File: src/rtl/strobe_gen_pkg.sv
// Shared types and default widths for the enable-strobe generator.
package strobe_gen_pkg;

   typedef enum logic {
      IDLE = 1'b0,
      RUN  = 1'b1
   } state_t;

   localparam int PER_W_DEF = 8;
   localparam int CNT_W_DEF = 8;

endpackage

File: src/rtl/strobe_tmr.sv
// Loadable down-counter holding the strobe spacing timer; flags when it reads zero.
module strobe_tmr #(
   parameter int PER_W = 8
) (
   input  logic             clk,
   input  logic             rst_n,
   input  logic             load,
   input  logic [PER_W-1:0] load_val,
   input  logic             dec,
   output logic             zero
);

   logic [PER_W-1:0] tmr_reg;

   // Load wins over decrement; the counter parks at zero rather than wrapping.
   always_ff @(posedge clk or negedge rst_n) begin
      if (!rst_n) begin
         tmr_reg <= '0;
      end else if (load) begin
         tmr_reg <= load_val;
      end else if (dec && (tmr_reg != '0)) begin
         tmr_reg <= tmr_reg - PER_W'(1);
      end
   end

   assign zero = (tmr_reg == '0);

endmodule

File: src/rtl/strobe_gen.sv
// Programmable enable-strobe generator: accepts a period/count configuration and
// emits single-cycle en strobes, finite bursts end with a one-cycle done pulse.
module strobe_gen
   import strobe_gen_pkg::*;
#(
   parameter int PER_W = PER_W_DEF,
   parameter int CNT_W = CNT_W_DEF
) (
   input  logic             clk,
   input  logic             rst_n,
   input  logic             cfg_valid,
   output logic             cfg_ready,
   input  logic [PER_W-1:0] cfg_period,
   input  logic [CNT_W-1:0] cfg_count,
   input  logic             stop,
   output logic             en,
   output logic             busy,
   output logic             done
);

   state_t           state_reg, state_next;
   logic [PER_W-1:0] period_reg, period_next;
   logic [CNT_W-1:0] rem_reg, rem_next;
   logic             done_reg, done_next;
   logic             tmr_load;
   logic [PER_W-1:0] tmr_load_val;
   logic             tmr_zero;
   logic             run_last;

   strobe_tmr #(.PER_W(PER_W)) u_tmr (
      .clk      (clk),
      .rst_n    (rst_n),
      .load     (tmr_load),
      .load_val (tmr_load_val),
      .dec      (state_reg == RUN),
      .zero     (tmr_zero)
   );

   // rem of 1 only occurs in a finite run, so it marks the final strobe.
   assign run_last = (rem_reg == CNT_W'(1));

   always_ff @(posedge clk or negedge rst_n) begin
      if (!rst_n) begin
         state_reg  <= IDLE;
         period_reg <= '0;
         rem_reg    <= '0;
         done_reg   <= 1'b0;
      end else begin
         state_reg  <= state_next;
         period_reg <= period_next;
         rem_reg    <= rem_next;
         done_reg   <= done_next;
      end
   end

   always_comb begin
      state_next   = state_reg;
      period_next  = period_reg;
      rem_next     = rem_reg;
      done_next    = 1'b0;
      tmr_load     = 1'b0;
      tmr_load_val = period_reg;
      case (state_reg)
         IDLE: begin
            if (cfg_valid) begin
               state_next   = RUN;
               period_next  = cfg_period;
               rem_next     = cfg_count;
               tmr_load     = 1'b1;
               tmr_load_val = cfg_period;
            end
         end
         RUN: begin
            if (tmr_zero) begin
               tmr_load = 1'b1;
               if (rem_reg != '0) begin
                  rem_next = rem_reg - CNT_W'(1);
               end
            end
            // An abort takes priority over normal completion and never raises done.
            if (stop) begin
               state_next = IDLE;
            end else if (tmr_zero && run_last) begin
               state_next = IDLE;
               done_next  = 1'b1;
            end
         end
         default: begin
            state_next = IDLE;
         end
      endcase
   end

   assign cfg_ready = (state_reg == IDLE);
   assign busy      = (state_reg == RUN);
   assign en        = (state_reg == RUN) && tmr_zero;
   assign done      = done_reg;

   property p_en_busy;
      @(posedge clk) disable iff (!rst_n) en |-> busy;
   endproperty
   property p_ready_busy;
      @(posedge clk) disable iff (!rst_n) cfg_ready == !busy;
   endproperty
   property p_done_pulse;
      @(posedge clk) disable iff (!rst_n) done |=> !done;
   endproperty
   property p_en_single;
      @(posedge clk) disable iff (!rst_n) (busy && en && (period_reg != '0)) |=> !en;
   endproperty
   property p_reset;
      @(posedge clk) !rst_n |=> !busy && !en;
   endproperty
   property p_known;
      @(posedge clk) disable iff (!rst_n) !$isunknown({cfg_ready, en, busy, done});
   endproperty

   a_en_busy:    assert property (p_en_busy);
   c_en_busy:    cover property (p_en_busy);
   a_ready_busy: assert property (p_ready_busy);
   c_ready_busy: cover property (p_ready_busy);
   a_done_pulse: assert property (p_done_pulse);
   c_done_pulse: cover property (p_done_pulse);
   a_en_single:  assert property (p_en_single);
   c_en_single:  cover property (p_en_single);
   a_reset:      assert property (p_reset);
   c_reset:      cover property (p_reset);
   a_known:      assert property (p_known);
   c_known:      cover property (p_known);

endmodule

File: config.mk
export PLATFORM = sky130hd
export DESIGN_NAME = strobe_gen
export DESIGN_NICKNAME = d
export VERILOG_FILES = /design/src/rtl/strobe_gen_pkg.sv /design/src/rtl/strobe_tmr.sv /design/src/rtl/strobe_gen.sv
export SDC_FILE = /design/constraint.sdc
export NUM_CORES = 1
export LEC_CHECK = 0
export BUFFER_PORTS_ARGS = -buffer_cell sky130_fd_sc_hd__buf_2
export CAP_MARGIN = 5
export CORE_MARGIN = 2
export CORE_UTILIZATION = 39
export CTS_CLUSTER_SIZE = 24
export DETAILED_ROUTE_END_ITERATION = 10
export PLACE_DENSITY = 0.64
export SYNTH_ARGS = -nofsm -noshare
export SYNTH_HDL_FRONTEND = slang
export SYNTH_SLANG_ARGS = --single-unit
File: constraint.sdc
create_clock -name clk -period 1.91 [get_ports clk]
set_input_delay 0.382 -clock clk [delete_from_list [all_inputs] [get_ports clk]]
set_output_delay 0.382 -clock clk [all_outputs]
set_load 0.01 [all_outputs]
# Word-level counts from Yosys, hierarchy flattened
# Index checks and enable logic that the tools add are counted.
[totals] register_bits=26 out_inout_bits=4 input_bits=20 word_cells=37
[op_classes] n_addsub=2 n_bitwise=1 mux=17 eq_ne=4 reduce_logical=8
[ops] operator="$mux 8" n=7
[ops] operator="$pmux 8 s2" n=1
[ops] operator="$reduce_bool 8->1" n=2
[ops] operator="$sub 8x1->8 const B" n=2
[ops] operator="$eq 8x1->1 const B" n=1
[ops] operator="$logic_not 8->1" n=1
[ops] operator="$mux 1" n=7
[ops] operator="$ne 2x1->1 const B" n=2
[ops] operator="$pmux 1 s2" n=2
[ops] operator="$logic_and 1x1->1" n=3
[ops] operator="$reduce_and 3->1" n=1
[ops] operator="$ne 2x2->1 const B" n=1
[ops] operator="$reduce_bool 2->1" n=1
[ops] operator="$not 1->1" n=1

# Logic depth before layout (Yosys ltp)
[depth] word_depth=5 mapped_depth=7

# Hierarchy
# From an unflattened synthesis, not the netlist that was laid out.
[unflattened] hier_cells=161 area_unflattened_um2=1475.2
[modules_own_cells] mod="strobe_gen" seq_area_each_um2=450.4 area_each_um2=947.2 cells_per_inst=103 instances=1
[modules_own_cells] mod="strobe_tmr" seq_area_each_um2=200.2 area_each_um2=528.0 cells_per_inst=58 instances=1

# Worst setup path after synthesis
# Ideal clock, no wire load.
[synth_timing] path_type="flip-flop to flip-flop" startpoint="reg u_tmr.tmr_reg[4]" endpoint="reg rem_reg[3]" path_slack_ns=0.136 arrival_time_ns=1.648 required_ns=1.784 period_less_slack_ns=1.774 n_path_buf=0 stages_incl_launch_ff=6 cell_sequence="dfrtp_1 > nor4_4 > nand4_2 > nor4b_2 > xor2_1 > a221o_1"
[synth_via] elab_chain_len=3
[synth_lines] item="start, declared" line_no="strobe_tmr.sv:13" text="logic [PER_W-1:0] tmr_reg;"
[synth_lines] item="start signal, assigned" line_no="strobe_tmr.sv:20" text="tmr_reg <= load_val;"
[synth_lines] item="start signal, assigned" line_no="strobe_tmr.sv:22" text="tmr_reg <= tmr_reg - PER_W'(1);"
[synth_lines] item="$logic_not 8->1" line_no="strobe_tmr.sv:26" text="assign zero = (tmr_reg == '0);"
[synth_lines] item="$ne 2x1->1 (no line)"
[synth_lines] item="$reduce_and 3->1 (no line)"
[synth_lines] item="end signal, assigned" line_no="strobe_gen.sv:51" text="rem_reg <= rem_next;"
[synth_lines] item="end, declared" line_no="strobe_gen.sv:23" text="logic [CNT_W-1:0] rem_reg, rem_next;"
# No other way between the ends.
# A chain may end at the register's enable or synchronous reset.

# Worst setup path after layout
[layout_timing] startpoint="reg u_tmr.tmr_reg[0]" endpoint="out en"
[layout_via] elab_chain_len=2
[layout_lines] item="$logic_not 8->1" line_no="strobe_tmr.sv:26"
[layout_lines] item="$logic_and 1x1->1" line_no="strobe_gen.sv:96" text="assign en = (state_reg == RUN) && tmr_zero;"
[layout_lines] item="end, declared" line_no="strobe_gen.sv:16" text="output logic en,"
# No other way between the ends.

==> summary.md <==
| Metric | Value |
|---|---|
| Post-CTS Repair Setup Buffers | `0` |
| Worst-path fanout max | `4` |
| Initial Util | `0.4071` |
| Largest net degree at the start of global routing | `27` |
| Kind of critical path | `flip-flop to output pin` |
| Commonest cells in the netlist | `nand2_1 (31), dfrtp_1 (26), a21oi_1 (13)` |
| GRT overflow | `0` |
| Die Ht | `66.05 um` |
| P_leak | `~0.86 nW` |
| Max cap viols | `0` |
| Flop pwr share | `0.450` |
| Diodes inserted | `0` |
| Clock Latency Late Sink | `0.27 ns` |
| DP HPWL | `2606 um` |
| Clk pwr share | `0.236` |
| Core Region | `3689 um2` |
| Cts bufs inserted | `3` |
| Slowest-stage cell, CP | `dfrtp_1` |
| Drt pass-1 iters | `4` |
| Worst Clk Skew | `0.004997 ns` |
| Outcome | `finished clean` |
| # setup viols final | `0` |
| GPL Wtd Cong | `0.8298` |
| Via count | `1330` |
| Yosys reg bits | `26` |
| Number of synthesized flops with an enable pin | `0` |
| Reg clk slew, reported paths | `~0.09 ns` |
| Maximum VDD drop | `0.4913 mV` |
| Crit start category | `flip-flop` |
| IO Count | `24` |
| DRC violation total after the first TritonRoute iteration | `87` |
| Cell mode on critical path | `inv_1` |
| Row Count | `22` |
| Root Buffer | `clkbuf_8` |
| Post-placement cell area | `between 1500 and 2000 um2` |
| Crit path largest cell delay | `0.41 ns` |
| WP depth | `5` |
| Area contributors post-synth | `dfrtp_1 (43%), nand2_1 (7.8%), a21oi_1 (4.3%)` |
| Main synth FF type | `dfrtp_1` |
| WL/cell | `about 15 um` |
| Routed vias/inst | `5.451` |
| Cell area after synthesis | `1501 um2` |
| Hold WS | `0.1051 ns` |
| Final Total Pwr | `1.955 mW` |
| Setup crit end kind | `output pin` |
| Syn Inst Count | `167` |
| Number of port buffers | `23` |
| CTS Hold Bufs | `0` |
| Sw frac | `0.3554` |
| Critical Path AT | `1.46 ns` |
| Final Critical Period | `approximately 1.8 ns` |
| Sequential area share after synthesis | `0.4333` |
| Post-synth top area cell | `dfrtp_1` |
| Total Wirelength | `3540 um` |
| Remaining DRCs | `0` |
| Clock buffer depth | `2` |
| Routed Antenna Nets | `0` |
| Worst hold path class | `primary input to asynchronous set/reset pin` |
| Synth unique cells | `47` |
| Int Pwr | `1.260 mW` |
| Reg2reg path depth | `5` |
| Post-CTS resize count | `0` |
| Most common cell in the synthesized netlist | `nand2_1` |
| RSZ-0062 raised after global routing | `true` |
| Overall die area | `4362 um2` |
| Share of layout cells above drive strength 1 | `0.2551` |
| Top cell type's share of synthesized area | `0.4333` |
| Cell Pwr Density | `about 1100 nW/um2` |
| Clock sink count | `26` |
| Avg Cell Area, Syn | `approximately 9 um2` |
| Ys async rst share | `1.000` |
| Antenna violations before repair | `0` |
| Setup TNS Final | `0 ns` |
| CTS tree | `done` |
| Worst Path Buf+Inv | `3` |
| Ys Warns | `0` |
| Crit share post-route | `0.9620` |
| CP Cell Sequence | `inv_1, ha_2, nand4_2, inv_1, buf_2` |
| WP data required | `1.53 ns` |
| Top Family by Delay on Critical Path | `flip-flops` |
| Design area | `1798 um2` |
| Slew Viols, Final | `0` |
| Number of H-tree levels | `1` |
| Number of global-route vias before repair | `about 1200` |
| Global-route wire length before repair | `5809 um` |
| Area Growth Syn to Fin | `19.75%` |
| Max Freq | `roughly 540 MHz` |
| Die W | `66.05 um` |
| Final Hold Fails | `0` |
| Synthesized net count | `roughly 190` |
| Tot GR Track Use | `0.1743` |
| Comb power frac | `0.314` |
| Max_slew headroom | `0.6001` |
| Final Net Count | `222` |
| Slew @ Worst Pin | `roughly 0.60 ns` |
| Net Switching | `between 0.6 and 0.7 mW` |
-- logic make-up after synthesis --
kind of cell / count (synthesis) / synth area share
DFF: 26 / 0.4333
AOI/OAI and AO/OA: 37 / 0.1633
buffers and inverters: 18 / 0.05083
muxes: 2 / 0.01417
xor gates and xnor gates: 4 / 0.02334
adders and majority gates: 5 / 0.04167
and+or+nand+nor: 75 / 0.2733
-- cell type report --
cell class                      count  area (um2)
Multi-Input combinational cell    123       785.8
Clock inverter                      1       30.03
Sequential cell                    26       653.1
Fill cell                         358        1891
Timing Repair Buffer               33       190.2
Clock buffer                        3       41.29
Tap cell                           48       60.06
Inverter                           10       37.54
-- final timing paths --
path	from	endpoint	slack (ns)
worst max-delay path	u_tmr.tmr_reg[0]	en	0.07
worst max register to register	u_tmr.tmr_reg[3]	u_tmr.tmr_reg[7]	0.11
worst min register to register	period_reg[6]	period_reg[6]	0.48
worst min-delay path	rst_n	u_tmr.tmr_reg[5]	0.11
max in group asynchronous	rst_n	u_tmr.tmr_reg[3]	1.38
min in group clk	cfg_period[0]	period_reg[0]	0.33
-- through the flow --
step,instances,setup slack [ns],util
after detailed placement,240,0.1323,0.4644
final,244,0.07263,0.4874
after global placement,240,0.1760,0.4644
after global routing,244,-0.01383,0.4874
after floorplan,167,0.1359,-
after CTS,244,0.04625,0.4837
-- cells in the final DEF (no fill, tap or decap), types with 3 or more instances in the layout --
| cell | netlist | routed |
|---|---|---|
| a21oi_1 | 13 | 13 |
| buf_2 | 1 | 23 |
| buf_4 | 0 | 10 |
| clkbuf_8 | 0 | 3 |
| dfrtp_1 | 26 | 24 |
| ha_1 | 5 | 4 |
| inv_1 | 10 | 10 |
| nand2_1 | 31 | 31 |
| nand3_1 | 5 | 5 |
| nand4_1 | 4 | 4 |
| nor2_1 | 12 | 12 |
| nor2b_1 | 3 | 3 |
| o21ai_0 | 7 | 7 |
| o32ai_1 | 3 | 3 |
| xnor2_1 | 3 | 3 |
-- power groups by stage --
stage          registers, mW  clock network [mW]  logic (mW)
6_report               0.880               0.461       0.615
5_1_grt                0.898               0.502       0.688
4_1_cts                0.864               0.468       0.612
3_5_place_dp           0.876                   0       0.608
3_3_place_gp           0.861                   0       0.591
2_1_floorplan          0.839                   0       0.429
-- layer usage --
metal,up-vias,GRT usage,wire [um]
li1,649,-,-
met1,625,0.2489,1680
met2,52,0.2778,1635
met3,4,0.02726,197
met4,0,0.04082,26
met5,-,0,0
Power figures use the tool's default switching activity.
